==> src/rtl/ctrl_pkg.sv <==
`default_nettype none
// ============================================================================
//  Module   : ctrl_pkg
//  Purpose  : Shared opcode constants, ID/EX control word and FSM state type
//             for the ctrl_pipe control/hazard block.
//  Revision : 1.0 - initial release
// ============================================================================
package ctrl_pkg;

    localparam logic [6:0] c_opRtype  = 7'b0110011;
    localparam logic [6:0] c_opItype  = 7'b0010011;
    localparam logic [6:0] c_opLoad   = 7'b0000011;
    localparam logic [6:0] c_opStore  = 7'b0100011;
    localparam logic [6:0] c_opBranch = 7'b1100011;

    typedef struct packed {
        logic       regWrite;
        logic       memToReg;
        logic       memRead;
        logic       memWrite;
        logic [1:0] aluOp;
        logic       aluSrc;
        logic       branch;
    } ctrl_word_t;

    localparam ctrl_word_t c_ctrlBubble = '0;

    typedef enum logic [0:0] {
        ST_RUN   = 1'b0,
        ST_STALL = 1'b1
    } state_t;

endpackage : ctrl_pkg
`default_nettype wire

==> src/rtl/ctrl_decode.sv <==
`default_nettype none
// ============================================================================
//  Module   : ctrl_decode
//  Purpose  : Combinational opcode decoder; unknown opcodes yield a bubble
//             control word and raise the illegal flag.
//  Revision : 1.0 - initial release
// ============================================================================
module ctrl_decode
    import ctrl_pkg::*;
(
    input  logic [6:0]  op_i,
    output ctrl_word_t  ctrl_o,
    output logic        illegal_o
);

    always_comb begin
        ctrl_o    = c_ctrlBubble;
        illegal_o = 1'b0;
        case (op_i)
            c_opRtype: begin
                ctrl_o.regWrite = 1'b1;
                ctrl_o.aluOp    = 2'b10;
            end
            c_opItype: begin
                ctrl_o.regWrite = 1'b1;
                ctrl_o.aluOp    = 2'b11;
                ctrl_o.aluSrc   = 1'b1;
            end
            c_opLoad: begin
                ctrl_o.regWrite = 1'b1;
                ctrl_o.memToReg = 1'b1;
                ctrl_o.memRead  = 1'b1;
                ctrl_o.aluSrc   = 1'b1;
            end
            c_opStore: begin
                ctrl_o.memWrite = 1'b1;
                ctrl_o.aluSrc   = 1'b1;
            end
            c_opBranch: begin
                ctrl_o.aluOp    = 2'b01;
                ctrl_o.branch   = 1'b1;
            end
            default: illegal_o = 1'b1;
        endcase
    end

endmodule : ctrl_decode
`default_nettype wire

==> src/rtl/ctrl_pipe.sv <==
`default_nettype none
// ============================================================================
//  Module   : ctrl_pipe
//  Purpose  : ID-stage control: decode into the ID/EX register, load-use
//             stall FSM (LOAD_LAT bubbles, legal 1..3), branch flush and
//             optional perf counters (enabled by CTRL_PIPE_PERF_CNT_EN).
//  Revision : 1.0 - initial release
// ============================================================================
module ctrl_pipe
    import ctrl_pkg::*;
#(
    parameter int REG_AW   = 5,
    parameter int LOAD_LAT = 1,
    parameter int CNT_W    = 16
) (
    input  logic              clk_i,
    input  logic              rst_i,
    input  logic              valid_i,
    input  logic [6:0]        op_i,
    input  logic [REG_AW-1:0] rs1_i,
    input  logic [REG_AW-1:0] rs2_i,
    input  logic [REG_AW-1:0] rd_i,
    input  logic              branch_taken_i,
    output logic              ex_regwrite_o,
    output logic              ex_memtoreg_o,
    output logic              ex_memread_o,
    output logic              ex_memwrite_o,
    output logic [1:0]        ex_aluop_o,
    output logic              ex_alusrc_o,
    output logic              ex_branch_o,
    output logic [REG_AW-1:0] ex_rd_o,
    output logic              stall_o,
    output logic              flush_o,
    output logic              illegal_o,
    output logic [CNT_W-1:0]  stall_cnt_o,
    output logic [CNT_W-1:0]  flush_cnt_o
);

    // Two bits cover the largest remaining-stall count (LOAD_LAT-1 = 2).
    localparam logic [1:0] c_latInit = 2'(LOAD_LAT - 1);

    ctrl_word_t        w_decCtrl;
    logic              w_decIllegal;
    logic              w_hazard;
    logic              w_issue;
    state_t            r_state;
    state_t            w_nextState;
    logic [1:0]        r_latCnt;
    logic [1:0]        w_nextLatCnt;
    ctrl_word_t        r_exCtrl;
    logic [REG_AW-1:0] r_exRd;
    logic              r_illegal;

    ctrl_decode u_decode (
        .op_i      (op_i),
        .ctrl_o    (w_decCtrl),
        .illegal_o (w_decIllegal)
    );

    // A bubble in EX has rd 0 and memRead 0, so it can never match.
    assign w_hazard = valid_i & r_exCtrl.memRead & (r_exRd != '0) &
                      ((r_exRd == rs1_i) | (r_exRd == rs2_i));

    assign flush_o  = branch_taken_i & valid_i;
    assign stall_o  = ~flush_o & ((r_state == ST_STALL) | w_hazard);
    assign w_issue  = valid_i & ~stall_o & ~flush_o;

    always_ff @(posedge clk_i) begin
        if (rst_i) begin
            r_state  <= ST_RUN;
            r_latCnt <= 2'd0;
        end else begin
            r_state  <= w_nextState;
            r_latCnt <= w_nextLatCnt;
        end
    end

    always_comb begin
        w_nextState  = r_state;
        w_nextLatCnt = r_latCnt;
        case (r_state)
            ST_RUN: begin
                if (w_hazard && !flush_o && (LOAD_LAT > 1)) begin
                    w_nextState  = ST_STALL;
                    w_nextLatCnt = c_latInit;
                end
            end
            ST_STALL: begin
                if (flush_o || (r_latCnt == 2'd1)) begin
                    w_nextState  = ST_RUN;
                    w_nextLatCnt = 2'd0;
                end else begin
                    w_nextLatCnt = r_latCnt - 2'd1;
                end
            end
            default: begin
                w_nextState  = ST_RUN;
                w_nextLatCnt = 2'd0;
            end
        endcase
    end

    // Illegal is reported only when the instruction would really have issued,
    // so a held (stalled) instruction does not pulse repeatedly.
    always_ff @(posedge clk_i) begin
        if (rst_i) begin
            r_exCtrl  <= c_ctrlBubble;
            r_exRd    <= '0;
            r_illegal <= 1'b0;
        end else begin
            r_exCtrl  <= w_issue ? w_decCtrl : c_ctrlBubble;
            r_exRd    <= (w_issue && !w_decIllegal) ? rd_i : '0;
            r_illegal <= w_issue & w_decIllegal;
        end
    end

    assign ex_regwrite_o = r_exCtrl.regWrite;
    assign ex_memtoreg_o = r_exCtrl.memToReg;
    assign ex_memread_o  = r_exCtrl.memRead;
    assign ex_memwrite_o = r_exCtrl.memWrite;
    assign ex_aluop_o    = r_exCtrl.aluOp;
    assign ex_alusrc_o   = r_exCtrl.aluSrc;
    assign ex_branch_o   = r_exCtrl.branch;
    assign ex_rd_o       = r_exRd;
    assign illegal_o     = r_illegal;

`ifdef CTRL_PIPE_PERF_CNT_EN
    localparam logic [CNT_W-1:0] c_cntOne = {{(CNT_W-1){1'b0}}, 1'b1};

    logic [CNT_W-1:0] r_stallCnt;
    logic [CNT_W-1:0] r_flushCnt;

    // Saturating event counters: they stick at all-ones.
    always_ff @(posedge clk_i) begin
        if (rst_i) begin
            r_stallCnt <= '0;
            r_flushCnt <= '0;
        end else begin
            if (stall_o && (r_stallCnt != '1)) r_stallCnt <= r_stallCnt + c_cntOne;
            if (flush_o && (r_flushCnt != '1)) r_flushCnt <= r_flushCnt + c_cntOne;
        end
    end

    assign stall_cnt_o = r_stallCnt;
    assign flush_cnt_o = r_flushCnt;
`else
    assign stall_cnt_o = '0;
    assign flush_cnt_o = '0;
`endif

endmodule : ctrl_pipe
`default_nettype wire

==> config.mk <==
export PLATFORM = sky130hd
export DESIGN_NAME = ctrl_pipe
export DESIGN_NICKNAME = d
export VERILOG_FILES = /design/src/rtl/ctrl_pkg.sv /design/src/rtl/ctrl_decode.sv /design/src/rtl/ctrl_pipe.sv
export SDC_FILE = /design/constraint.sdc
export NUM_CORES = 1
export LEC_CHECK = 0
export ABC_AREA = 1
export BUFFER_PORTS_ARGS = -buffer_cell sky130_fd_sc_hd__buf_2
export CAP_MARGIN = 15
export CORE_MARGIN = 8
export CORE_UTILIZATION = 40
export CTS_BUF_LIST = sky130_fd_sc_hd__clkbuf_4 sky130_fd_sc_hd__clkbuf_8
export CTS_CLUSTER_SIZE = 16
export DETAILED_ROUTE_END_ITERATION = 7
export PLACE_DENSITY = 0.76
export SETUP_SLACK_MARGIN = 0.15
export SKIP_CTS_REPAIR_TIMING = 1
export SKIP_LAST_GASP = 1
export SYNTH_ARGS = -nofsm -noshare
export SYNTH_HDL_FRONTEND = slang
export SYNTH_HIERARCHICAL = 1
export SYNTH_SLANG_ARGS = --single-unit
==> constraint.sdc <==
create_clock -name clk_i -period 2.5 [get_ports clk_i]
set_clock_uncertainty 0.2 [all_clocks]
set_input_delay 0.125 -clock clk_i [delete_from_list [all_inputs] [get_ports clk_i]]
set_output_delay 0.125 -clock clk_i [all_outputs]
set_load 0.01 [all_outputs]
After elaboration in Yosys (flattened, before gate mapping)

Cells that the tools add are included.
Widths: inputs -> output; s select.

Word-level logic and storage cells: 53
Input port bits: 26
Register bits after elaboration: 17
Output and inout port bits: 48

Bitwise operators: 15
Mux-type cells: 9
$add $sub $neg: 1
Reduce and logical (&&, ||, !) cells: 9
Equal/unequal tests: 8

Operators by type and width:

| operator            | count |
|---|---|
| $eq 7x6->1 const B  | 2 |
| $eq 5x5->1          | 2 |
| $and 1x1->1         | 8 |
| $eq 7x2->1 const B  | 1 |
| $eq 7x5->1 const B  | 1 |
| $eq 7x7->1 const B  | 1 |
| $mux 1              | 6 |
| $pmux 2 s3          | 1 |
| $reduce_or 2->1     | 3 |
| $reduce_or 3->1     | 2 |
| $not 1->1           | 5 |
| $reduce_bool 5->1   | 1 |
| $reduce_or 5->1     | 1 |
| $mux 2              | 2 |
| $eq 2x1->1 const B  | 1 |
| $or 1x1->1          | 2 |
| $sub 2x1->2 const B | 1 |
| $logic_and 1x1->1   | 1 |
| $logic_or 1x1->1    | 1 |

Depth between registers and ports, before layout

Depth after elaboration: 11
Gate-level depth with buffers: 9
Depth with buffers taken out: 9

Cells and area by module

The synthesis kept the hierarchy.

By module, submodules not included:

| module      | seq. area each (um^2) | area an instance (um^2) | instances | cells an instance |
|---|---|---|---|---|
| ctrl_pipe   | 340.3                 | 1002.2                  | 1         | 144 |
| ctrl_decode | 0.0                   | 146.4                   | 1         | 29 |

Worst setup path before layout

Ideal clock, no wire load.

Path kind: register to output
Start point: register r_exRd[4] (netlist: ex_rd_o[4])
End point: output port stall_o
Arrival: 1.100 ns
Path buffers: 0
Path slack: 1.075 ns
Cell stages (with the launch flop): 9
Data required time: 2.175 ns
Cells stage by stage: dfxtp_1 inv_1 nand2_1 nand2_1 nor2_1 nand3_1 nand2_1 nand2_2 a21oi_1

Cells in the longest elaborated chain, start to end: 5
Elaborated cells between the ends (all ways): 8
Those cells by class: 2 x eq/ne; 5 x bitwise; 1 x reduce/logical

Ends and longest elaborated chain:

| item                                                   | RTL line                         | text |
|---|---|---|
| from (decl)                                            | ctrl_pipe.sv:51                  | `logic [REG_AW-1:0] r_exRd;` |
| from (signal assigned)                                 | ctrl_pipe.sv:112                 | `r_exRd <= (w_issue && !w_decIllegal) ? rd_i : '0;` |
| $eq 5x5->1 / $reduce_bool 5->1 (equally long branches) | ctrl_pipe.sv:62, ctrl_pipe.sv:61 |  |
| $or 1x1->1 / $and 1x1->1 (equally long branches)       | ctrl_pipe.sv:62, ctrl_pipe.sv:61 |  |
| $and 1x1->1 *                                          | ctrl_pipe.sv:61                  | `assign w_hazard = valid_i & r_exCtrl.memRead & (r_exRd != '0) &` |
| $or 1x1->1 *                                           | ctrl_pipe.sv:65                  | `assign stall_o = ~flush_o & ((r_state == ST_STALL) \| w_hazard);` |
| $and 1x1->1 *                                          | ctrl_pipe.sv:65                  |  |
| to (decl)                                              | ctrl_pipe.sv:32                  | `output logic stall_o,` |

Mark *: on every way between the ends. The rest lies on a longest branch, timed or not.

Worst setup path after layout

Same ends and word-level chain as after synthesis.

==> metrics.cfg <==
[synth]
synth_common_cells = 36 x inv_1, 33 x buf_4, 30 x nor2_1
synthFlopType = dfxtp_1
netlist.area_leader.share = 0.296
yosys_warnings = 6
synthesis.area_um2 = 1150
async_flop_share = 0
post-synth-top-area-cell = dfxtp_1
ys_ff_latch = 17
ys_seq_area_frac = 0.296
netlist_instances = 173
synth_cell_types = 23
yosysMostFrequentCell = inv_1
synth_area_leaders = dfxtp_1 30%, buf_4 22%, inv_1 12%, nor2_1 9.8%, nand2_1 8.8%
avgSynthCellArea_um2 = 6.64
synth_edf_count = 0

[critical_path]
end_kind = output pin
crit_path_max_incr_delay_ps = 410
worstPathArrival_ps = 1490
startpoint = ex_rd_o[4]$_SDFF_PP0_
path_class = reg -> out
reg2reg_slack_ps = 1070
worst-path-stages = 9
reg2reg_depth = 9
cpMaxStageDelayCell = dfxtp_1
cp.required_ps = 2170
r2r_end = ex_rd_o[2]$_SDFF_PP0_
r2r_start = ex_rd_o[4]$_SDFF_PP0_
critPathLaunchType = flop
endpoint = stall_o
path_cells = inv_1, nand2_1, nand2_1, nor2_1, nand3_1, nand2_1, nand2_2, a21oi_1, buf_2
path_common_cell = nand2_1
critPathBufInv = 2
critPathTopFamily = simple AND/OR/NAND/NOR gates
crit_fanout = 4

[detailed_routing]
antenna_left = 0
wl_mm = 2.49
drt_iter0_drc = 52
viasPerCell = 4.03
drc = 0
wl_per_cell_um = 9.75
vias = 1027
dr.pass1.iters = 4

[clock_tree]
clock_sinks = 17
cts_buffers = 3
htreeDepth = 1
cts_tree = yes
clockRootBuffer = clkbuf_4
clk_pin_slew_ps = 90
clock_latency_ps = 280
clockBufferDepth = 2

[power]
switching_share = 0.266
powerDensity_nw_per_um2 = 377
total_power_uw = 518
p_int_uw = 380
peakVddDrop_mv = 0.245
power.leakage_nw = 0.828
clkPwrFrac = 0.293
seq_power_share = 0.526
p_comb_frac = 0.182
switchingPower_uw = 138

[grt]
grt_pass1_vias = 979
grt_max_degree = 10
grt_pass1_wl_mm = 4.08
groute.usage.overall = 0.0959
grt_overflow = 0
antenna_found_initial = 0

[sta]
max_freq_mhz = 552
tns_ps = 0
rsz0062_at_grt = no
drv_slew = 0
fin_crit_sh = 0.725
setup_viol = 0
min_period_ps = 1810
hold_violations = 0

[placed_design]
place_congestion = 0.805
hpwl_mm = 2.10
dpl_cell_area_um2 = 1260
numPortBuffers = 41

[floorplanning]
fp.dieH_um = 69.6
die_w_um = 69.6
die-area_um2 = 4840
start_util = 0.420
ios = 74
coreArea_um2 = 2730
rows = 19

[final_layout]
diodes = 0
nNetsFinal = 252
stdcell_area_um2 = 1370
area_growth_pct = 19.4
drive_above_1_share = 0.259
post-route-util = 0.502

[run_status]
status = completed

[hold_path]
hold_depth = 6
hold_class = in -> reg

[flow_run]
max-cap-violations = 0

## state kept, by name, summed over array words and instances (netlist names)
register,flops
ex_regwrite_o,1
ex_memwrite_o,1
ex_memtoreg_o,1
ex_rd_o,5
ex_memread_o,1
ex_aluop_o,2
r_state,1
ex_alusrc_o,1
r_latCnt,2
illegal_o,1
ex_branch_o,1
## cells in the final DEF (no fill, tap or decap), types with 4 or more instances in the layout
| cell type | instances |
|---|---|
| conb_1 | 32 |
| clkbuf_4 | 4 |
| nand3_1 | 5 |
| nand2_1 | 27 |
| buf_2 | 41 |
| dfxtp_1 | 17 |
| inv_1 | 36 |
| dlygate4sd3_1 | 8 |
| nor2_1 | 30 |
## per-stage QoR
step | std cells | worst slack (ps) | hold slack (ps)
2_1_floorplan | 204 | 1070 | 3.47
3_3_place_gp | 243 | 992 | 127
3_5_place_dp | 243 | 1000 | 123
4_1_cts | 247 | 671 | -185
5_1_grt | 255 | 487 | 12.0
6_report | 255 | 688 | 9.79
## power by group through the flow
stage / combinational (mW) / sequential, mW / clock, mW
2_1_floorplan: 0.0885 / 0.279 / 0
3_3_place_gp: 0.0817 / 0.278 / 0
3_5_place_dp: 0.0823 / 0.278 / 0
4_1_cts: 0.0826 / 0.272 / 0.160
5_1_grt: 0.106 / 0.272 / 0.170
6_report: 0.0940 / 0.272 / 0.152
## kinds of logic (layout without fill, tap and decap cells)
| logic type | count (synthesis) | after routing | share of synthesized area |
|---|---|---|---|
| AOI/OAI and AO/OA | 6 | 6 | 0.0359 |
| xor gates and xnor gates | 2 | 2 | 0.0153 |
| adders and majority gates | 1 | 1 | 0.0109 |
| buffers and inverters | 72 | 92 | 0.343 |
| DFF | 17 | 17 | 0.296 |
| other | 1 | 32 | 0.00326 |
| and+or+nand+nor | 74 | 74 | 0.295 |
## worst min-delay path by stage
stage	start	end	slack, ps
floorplan	rst_i	r_latCnt[0]$_SDFFE_PP0P_	3
global placement	rst_i	r_latCnt[0]$_SDFFE_PP0P_	130
detailed placement	rst_i	r_latCnt[0]$_SDFFE_PP0P_	120
CTS	rst_i	r_latCnt[0]$_SDFFE_PP0P_	-180
global route	op_i[4]	ex_aluop_o[1]$_SDFF_PP0_	10
finish	op_i[4]	ex_memwrite_o$_SDFF_PP0_	10
## layer usage
layer,routed length [um],up-vias,global-route usage,part of all wire
met2,1170,50,0.161,0.47
li1,-,546,-,-
met1,942,423,0.0978,0.38
met4,73,0,0.0433,0.029
met3,297,8,0.0472,0.12
met5,0,-,0,0
## layout make-up
| cell class | instances | area [um2] |
|---|---|---|
| inverter | 39 | 146 |
| tap | 31 | 38.8 |
| multi-input combinational | 115 | 531 |
| timing repair buffer | 49 | 285 |
| clock buffer | 4 | 30.0 |
| fill | 286 | 1360 |
| sequential | 17 | 340 |
## tightest hold or removal path, stage by stage
cell,delay (ps)
buf_2,120
nor2_2,60
inv_1,40
nor2_1,40
inv_1,40
nor2_1,30
No activity file was read; power rests on OpenSTA's default activity.
